===== config.mk =====
export PLATFORM = sky130hd
export DESIGN_NAME = ppa_sklansky_sub_pipe
export DESIGN_NICKNAME = d
export VERILOG_FILES = /design/src/rtl/ppa_sklansky_sub_pipe.sv
export SDC_FILE = /design/constraint.sdc
export NUM_CORES = 1
export LEC_CHECK = 0
export ABC_CLOCK_PERIOD_IN_PS = 1600
export BUFFER_PORTS_ARGS = -buffer_cell sky130_fd_sc_hd__buf_2
export CAP_MARGIN = 15
export CORE_MARGIN = 2
export CORE_UTILIZATION = 49
export CTS_CLUSTER_SIZE = 8
export DETAILED_ROUTE_END_ITERATION = 16
export PLACE_DENSITY = 0.83
export RECOVER_POWER = 100
export SETUP_SLACK_MARGIN = 0.05
export SYNTH_ARGS = -nofsm -noshare
export SYNTH_HDL_FRONTEND = slang
export SYNTH_SLANG_ARGS = --single-unit

===== constraint.sdc =====
create_clock -name clk -period 1.6 [get_ports clk]
set_input_delay 0.16 -clock clk [delete_from_list [all_inputs] [get_ports clk]]
set_output_delay 0.16 -clock clk [all_outputs]
set_load 0.005 [all_outputs]

===== src/rtl/ppa_sklansky_sub_pipe.sv =====
// Two-stage pipelined subtractor D = A - B - bin on a Sklansky carry tree, valid/ready handshake.
// Define PPA_SUB_OVF_EN to add the registered signed-overflow output ovf.
module ppa_sklansky_sub_pipe #(
  parameter int width = 17
) (
  input  logic             clk,
  input  logic             rst_n,
  input  logic [width-1:0] A,
  input  logic [width-1:0] B,
  input  logic             bin,
  input  logic             in_valid,
  output logic             in_ready,
  output logic [width-1:0] D,
  output logic             bout,
`ifdef PPA_SUB_OVF_EN
  output logic             ovf,
`endif
  output logic             out_valid,
  input  logic             out_ready
);

  localparam int levels = $clog2(width);
  localparam int split  = levels / 2;

  // Group-generate after the Sklansky levels in [lo, hi); level k joins every bit
  // whose index has bit k set with the top bit of the block just below it.
  function automatic logic [width-1:0] sk_g(input logic [width-1:0] g, input logic [width-1:0] p,
                                            input int lo, input int hi);
    logic [width-1:0] gc, pc, gn, pn;
    int j;
    gc = g;
    pc = p;
    for (int k = 0; k < levels; k++) begin
      gn = gc;
      pn = pc;
      if ((k >= lo) && (k < hi)) begin
        for (int i = 0; i < width; i++) begin
          if (((i >> k) & 32'sd1) != 32'sd0) begin
            j     = ((i >> k) << k) - 32'sd1;
            gn[i] = gc[i] | (pc[i] & gc[j]);
            pn[i] = pc[i] & pc[j];
          end else begin
            gn[i] = gc[i];
            pn[i] = pc[i];
          end
        end
      end else begin
        gn = gc;
        pn = pc;
      end
      gc = gn;
      pc = pn;
    end
    return gc;
  endfunction

  // Group-propagate after the Sklansky levels in [lo, hi).
  function automatic logic [width-1:0] sk_p(input logic [width-1:0] p, input int lo, input int hi);
    logic [width-1:0] pc, pn;
    int j;
    pc = p;
    for (int k = 0; k < levels; k++) begin
      pn = pc;
      if ((k >= lo) && (k < hi)) begin
        for (int i = 0; i < width; i++) begin
          if (((i >> k) & 32'sd1) != 32'sd0) begin
            j     = ((i >> k) << k) - 32'sd1;
            pn[i] = pc[i] & pc[j];
          end else begin
            pn[i] = pc[i];
          end
        end
      end else begin
        pn = pc;
      end
      pc = pn;
    end
    return pc;
  endfunction

  logic [width-1:0] g0_s, p0_s, g1_s, p1_s;
  logic [width-1:0] g1_r, p1_r, pr_r;
  logic             cin_r, v1_r, v2_r;
  logic [width-1:0] gf_s, d_s, d_r;
  logic             bout_s, bout_r, s2_load_s;
`ifdef PPA_SUB_OVF_EN
  logic             ovf_s, ovf_r;
`endif

  assign in_ready  = !v1_r || !v2_r || out_ready;
  assign s2_load_s = !v2_r || out_ready;
  assign out_valid = v2_r;
  assign D         = d_r;
  assign bout      = bout_r;
`ifdef PPA_SUB_OVF_EN
  assign ovf       = ovf_r;
`endif

  // Stage 1 terms: A + ~B with carry-in ~bin folded into bit 0's generate.
  always_comb begin
    p0_s    = A ^ ~B;
    g0_s    = A & ~B;
    g0_s[0] = g0_s[0] | (p0_s[0] & ~bin);
    g1_s    = sk_g(g0_s, p0_s, 0, split);
    p1_s    = sk_p(p0_s, 0, split);
  end

  // Stage 2 terms: finish the carry tree, form sum bits and borrow.
  always_comb begin
    gf_s   = sk_g(g1_r, p1_r, split, levels);
    d_s    = pr_r ^ {gf_s[width-2:0], cin_r};
    bout_s = ~gf_s[width-1];
`ifdef PPA_SUB_OVF_EN
    ovf_s  = gf_s[width-1] ^ gf_s[width-2];
`endif
  end

  // Stage 1 register: accepts whenever in_ready is high.
  always_ff @(posedge clk or negedge rst_n) begin
    if (!rst_n) begin
      v1_r  <= 1'b0;
      g1_r  <= '0;
      p1_r  <= '0;
      pr_r  <= '0;
      cin_r <= 1'b0;
    end else if (in_ready) begin
      v1_r <= in_valid;
      if (in_valid) begin
        g1_r  <= g1_s;
        p1_r  <= p1_s;
        pr_r  <= p0_s;
        cin_r <= ~bin;
      end
    end
  end

  // Stage 2 register: loads when empty or drained this cycle, holds under backpressure.
  always_ff @(posedge clk or negedge rst_n) begin
    if (!rst_n) begin
      v2_r   <= 1'b0;
      d_r    <= '0;
      bout_r <= 1'b0;
`ifdef PPA_SUB_OVF_EN
      ovf_r  <= 1'b0;
`endif
    end else if (s2_load_s) begin
      v2_r <= v1_r;
      if (v1_r) begin
        d_r    <= d_s;
        bout_r <= bout_s;
`ifdef PPA_SUB_OVF_EN
        ovf_r  <= ovf_s;
`endif
      end
    end
  end

endmodule


==> results of run 1 <==
through the flow:
step	TNS (ps)	setup slack, ps	utilization [%]	cell area, sq um
after detailed placement	0	39.7	57.7	3440
final	0	38.2	60.0	3570
after global routing	-17.3	-17.3	60.0	3570
after floorplan	0	24.0	-	3020
after CTS	0	34.3	60.8	3620
after global placement	0	62.2	57.7	3440
placed cells by master (no fill, tap or decap), drive strengths merged:
| master | count |
|---|---|
| nand2 | 107 |
| dfrtp | 64 |
| buf | 57 |
| clkbuf | 25 |
| o21ai | 24 |
| ha | 20 |
| inv | 18 |
| nor2 | 14 |
| a21o | 14 |
| a21oi | 11 |
| xor2 | 9 |
| nand3 | 6 |
| xnor2 | 5 |
| a31oi | 4 |
| nand2b | 3 |
| mux2 | 3 |
| nand4 | 3 |
| nand3b | 1 |
| and2 | 1 |
| mux2i | 1 |
| o31ai | 1 |
| clkinv | 1 |
| dlygate4sd3 | 1 |
Yosys cell counts:
| library cell | number |
|---|---|
| a21o_1 | 13 |
| nand3_1 | 6 |
| a21oi_1 | 11 |
| nand4_1 | 3 |
| a31oi_1 | 4 |
| buf_2 | 9 |
| mux2i_1 | 1 |
| xor2_1 | 9 |
| mux2_2 | 3 |
| nor2_1 | 14 |
| inv_1 | 18 |
| a21o_2 | 1 |
| nand3b_4 | 1 |
| o21ai_0 | 23 |
| buf_4 | 1 |
| o31ai_1 | 1 |
| nand2b_1 | 3 |
| dfrtp_1 | 64 |
| nand2_1 | 107 |
| xnor2_1 | 5 |
| buf_6 | 2 |
| ha_1 | 20 |
| and2_1 | 1 |
| o21ai_1 | 1 |
metal layers:
| layer | GRT usage, % | vias to the layer above | share of wire, % |
|---|---|---|---|
| met5 | 0 | - | 0 |
| met4 | 6.56 | 0 | 1.2 |
| met3 | 4.24 | 10 | 4.7 |
| met2 | 32.7 | 63 | 49 |
| met1 | 24.0 | 1093 | 45 |
| li1 | - | 1181 | - |
worst max path at each step:
stage,endpoint,depth (start not counted),start
global route,D[16],5,g1_r[3]
floorplan,D[16],5,g1_r[3]
global placement,D[16],5,p1_r[7]
finish,D[16],5,g1_r[3]
detailed placement,D[16],5,p1_r[7]
CTS,D[16],5,g1_r[3]
layout make-up:
| class | count | area, sq um | area share, % |
|---|---|---|---|
| sequential | 64 | 1600 | 44.8 |
| multi-input combinational | 227 | 1270 | 35.4 |
| timing repair buffer | 71 | 384 | 10.7 |
| clock buffer | 12 | 155 | 4.34 |
| tap | 75 | 93.8 | 2.63 |
| inverter | 18 | 67.6 | 1.89 |
| clock inverter | 1 | 5.00 | 0.140 |
cell families after synthesis:
logic type	synth area share, %
AND/OR/NAND/NOR	18.1
flip-flops	53.0
XOR/XNOR	4.06
multiplexers	1.45
buffers and inverters	4.72
AO/OA/AOI/OAI	10.4
adder cells (fa/ha/maj)	8.28
critical path, stage by stage, from the launching register on:
cell     delay, ps
dfrtp_1        390
a21o_2         230
a21o_1         170
a21o_1         160
ha_1           260
mux2_2         250
sequential cells by signal, indices dropped and copies added (netlist names):
name and cells:
D 17, g1_r 17, pr_r 17, p1_r 9
bout 1, cin_r 1, out_valid 1, v1_r 1
power by group:
group	total [mW]	internal (mW)	switching, mW
Combinational	0.963	0.455	0.509
Clock	1.17	0.619	0.550
Sequential	2.13	1.94	0.192
timing repair:
item,CTS,global route
setup buffers,2,1
gates resized for setup,0,1
endpoints found under the setup margin,1,2
pin swaps,2,1
hold buffers,1,0
hold endpoints to repair,64,0
==> results.cfg, run 1 <==
[worst_setup_path]
cp-start-kind = register
critPathCaptureType = register
crit_fanout = 2
rr_startpoint = g1_r[3]
reg2reg_depth = 5
cp_data_arrival_time_ps = 1780
cp_data_required_time_ps = 1810
r2r_slack_ps = 40
reg2reg_to = D[16]
path_class = register to register

[timing]
maxSlewHeadroom_pct = 42.9
hold_viol = 0
setup_viol = 0
fin_hold_ws_ps = 46.0
post-route-period-util_pct = 97.6
slew_violations = 0
fmax_mhz = 640
post-route-min-period_ps = 1560
worst_slew_pin_slew_ps = 856
clock_skew_ps = 3.51
rsz0062_at_grt = true

[cells_and_area]
num_antenna_cells = 0
nets = 450
area_growth_pct = 18.2
drive_above_1_share_pct = 19.1
fin_cells = 468
nFillCells = 539

[grt]
track_usage_pct = 19.1
grt_max_degree = 65
antenna_found_initial = 0
first_global_vias = 2286
grt_pass1_wl_um = 9830
grt-ovfl-total = 0

[power_and_ir_drop]
ir_drop_mv = 0.572
p_per_area_nw_per_um2 = 1190
leakage_nw = 1.95
finalPower_mw = 4.27

[synth]
synth.area.top_cells = dfrtp_1 (53%), nand2_1 (13%), ha_1 (8.3%)
ys_types = 24
syn_inst = 321
syn_area_sq_um = 3020
avgSynthCellArea_sq_um = 9.42
yosys_warnings = 0
ys_seq_area_share_pct = 53.0
ys_seq_elements = 64
synth_top_area_share_pct = 53.0
synth_nets = 380
yosysTopAreaCell = dfrtp_1

[placed_design]
placed_cells = 451
io_buffers = 58
place_congestion = 0.832
dpl.hpwl_um = 4320

[route]
drtIter0Drc = 139
routed_wl_um = 5970
vias = 2347
avgViaCountPerCell = 5.01
drc = 0
dr.pass1.iters = 4
postRouteAntennaNets = 0
wl_per_cell_um = 12.8

[worst_hold_path]
hold_start = bin
hp-class = primary input to register
hold_path_depth = 2
min_to = cin_r

[clocking]
cts.path.max_buffers = 2
cts_tree = built
cts_made_buffers = 9
clk_latency_ps = 330
root_buffer = clkbuf_8
cts.htree.levels = 3
clock_sinks = 64
path_clk_slew_ps = 60

[die]
die-area_sq_um = 6810
die_width_um = 82.5
core_sq_um = 5960
initial_core_util_pct = 50.8
ios = 59
fp.dieH_um = 82.5
std_cell_rows = 28

[run]
cap_violations = 0

[outcome]
status = completed
No activity file was read; power rests on OpenSTA's default activity.
==> run 2, diff against run 1 <==
Settings changed: CORE_UTILIZATION 49 to 44, PLACE_DENSITY 0.83 to 0.76.
==> run 2 against run 1 <==
Power up 9.6%. Sequential share of layout area down 0.77 points. Setup slack better by 19 ps. Critical path depth unchanged. Wire length down 2.7%. Critical endpoint unchanged.
==> results.cfg, run 2 (synthesis results as in run 1) <==
[timing]
hold_viol = 0
rsz0062_at_grt = true
worst_slew_pin_slew_ps = 865
maxSlewHeadroom_pct = 42.4
fmax_mhz = 648
post-route-min-period_ps = 1540
tns_ps = 0
setup_viol = 0
slew_violations = 0
clock_skew_ps = 6.73
post-route-period-util_pct = 96.4

[grt]
grt_max_degree = 65
antenna_found_initial = 0
track_usage_pct = 17.4
grt-ovfl-total = 0
grt_pass1_wl_um = 10100
first_global_vias = 2194

[cells_and_area]
mostFrequentLayoutCells = nand2_1 (107), dfrtp_1 (64), buf_2 (52), o21ai_0 (23), ha_1 (20)
nets = 448
nFillCells = 622
drive_above_1_share_pct = 19.8
num_antenna_cells = 0
final_common_cell = nand2_1
area_growth_pct = 20.3
final_util_pct = 54.1

[worst_setup_path]
cp_slowest_cell = dfrtp_1
r2r_slack_ps = 60
path_cells = a21o_2 > a21o_1 > a21o_1 > ha_1 > mux2_2
crit_path_end = D[16]
cpMostUsedCell = a21o_1
critPathCaptureType = register
reg2reg_depth = 5
rr_startpoint = g1_r[3]
reg2reg_to = D[16]
cp-start-kind = register
crit_fanout = 2
cp_data_arrival_time_ps = 1770
max_stage_delay_ps = 370
path_class = register to register
cp_data_required_time_ps = 1820
crit_start = g1_r[3]

[die]
std_cell_rows = 30
initial_core_util_pct = 45.0
core_sq_um = 6720
die_width_um = 86.9
fp.dieH_um = 86.9
ios = 59
die-area_sq_um = 7550

[route]
routed_wl_um = 5810
postRouteAntennaNets = 0
wl_per_cell_um = 12.2
avgViaCountPerCell = 4.96
drc = 0
dr.pass1.iters = 5
drtIter0Drc = 136
vias = 2350

[run]
cap_violations = 0

[clocking]
path_clk_slew_ps = 70
clk_latency_ps = 340
cts.htree.levels = 3
cts_resized = 0
cts.path.max_buffers = 2
root_buffer = clkbuf_8
cts_made_buffers = 9
cts_tree = built
clock_sinks = 64

[worst_hold_path]
hp-class = primary input to register

[placed_design]
place_congestion = 0.779
dpl.hpwl_um = 4110
io_buffers = 58

[power_and_ir_drop]
leakage_nw = 1.98
ir_drop_mv = 0.667
p_per_area_nw_per_um2 = 1290

[outcome]
status = completed
## run 2: per-stage QoR
step	area [sq um]	power (mW)	setup slack, ps	cells	hold slack, ps
5_1_grt	3640	5.00	4.93	474	43.4
3_5_place_dp	3440	3.15	53.2	456	204
3_3_place_gp	3440	3.11	78.5	456	198
2_1_floorplan	3020	2.71	24.0	321	-136
4_1_cts	3690	4.78	52.9	474	22.0
6_report	3640	4.67	57.2	474	34.9
## run 2: per-layer routing
metal	global-route usage [%]	routed length, um	part of all wire [%]	up-vias
li1	-	-	-	1180
met1	23.9	2760	47	1093
met2	26.0	2620	45	66
met3	4.08	316	5.4	11
met4	8.52	114	2.0	0
met5	0	0	0	-
## run 2: timing repair
action,4_1_cts,5_1_grt
pin swaps,1,0
endpoints found under the hold margin,64,0
endpoints found under the setup margin,1,1
buffers inserted,1,0
hold buffers,1,0
## run 2: power breakdown
part | switching [mW] | leakage, nW | internal (mW)
sequential | 0.191 | 0.788 | 1.94
combinational | 0.491 | 1.08 | 0.449
clock | 0.595 | 0.117 | 1.01
total | 1.28 | 1.98 | 3.40
## run 2: worst min path at each step
stage / depth (start not counted) / startpoint / end / slack, ps
2_1_floorplan: 0 / rst_n / D[0] / -140
3_3_place_gp: 2 / rst_n / D[12] / 200
3_5_place_dp: 2 / rst_n / D[13] / 200
4_1_cts: 2 / bin / cin_r / 20
5_1_grt: 2 / bin / cin_r / 40
6_report: 2 / bin / cin_r / 30
## run 2: cell type report
cell class	instances	area (sq um)	share of cell area, %
clock buffer	14	173	4.75
clock inverter	2	60.1	1.65
inverter	18	67.6	1.86
multi-input combinational	227	1270	34.8
sequential	64	1600	44.0
tap	80	100	2.75
timing repair buffer	69	368	10.1
## run 2: worst max-delay path, delay by kind of cell, from the launching register on
| family | cells | cell delay (ps) |
|---|---|---|
| fa+ha+maj | 1 | 260 |
| flops | 1 | 370 |
| mux | 1 | 250 |
| compound gates | 3 | 550 |
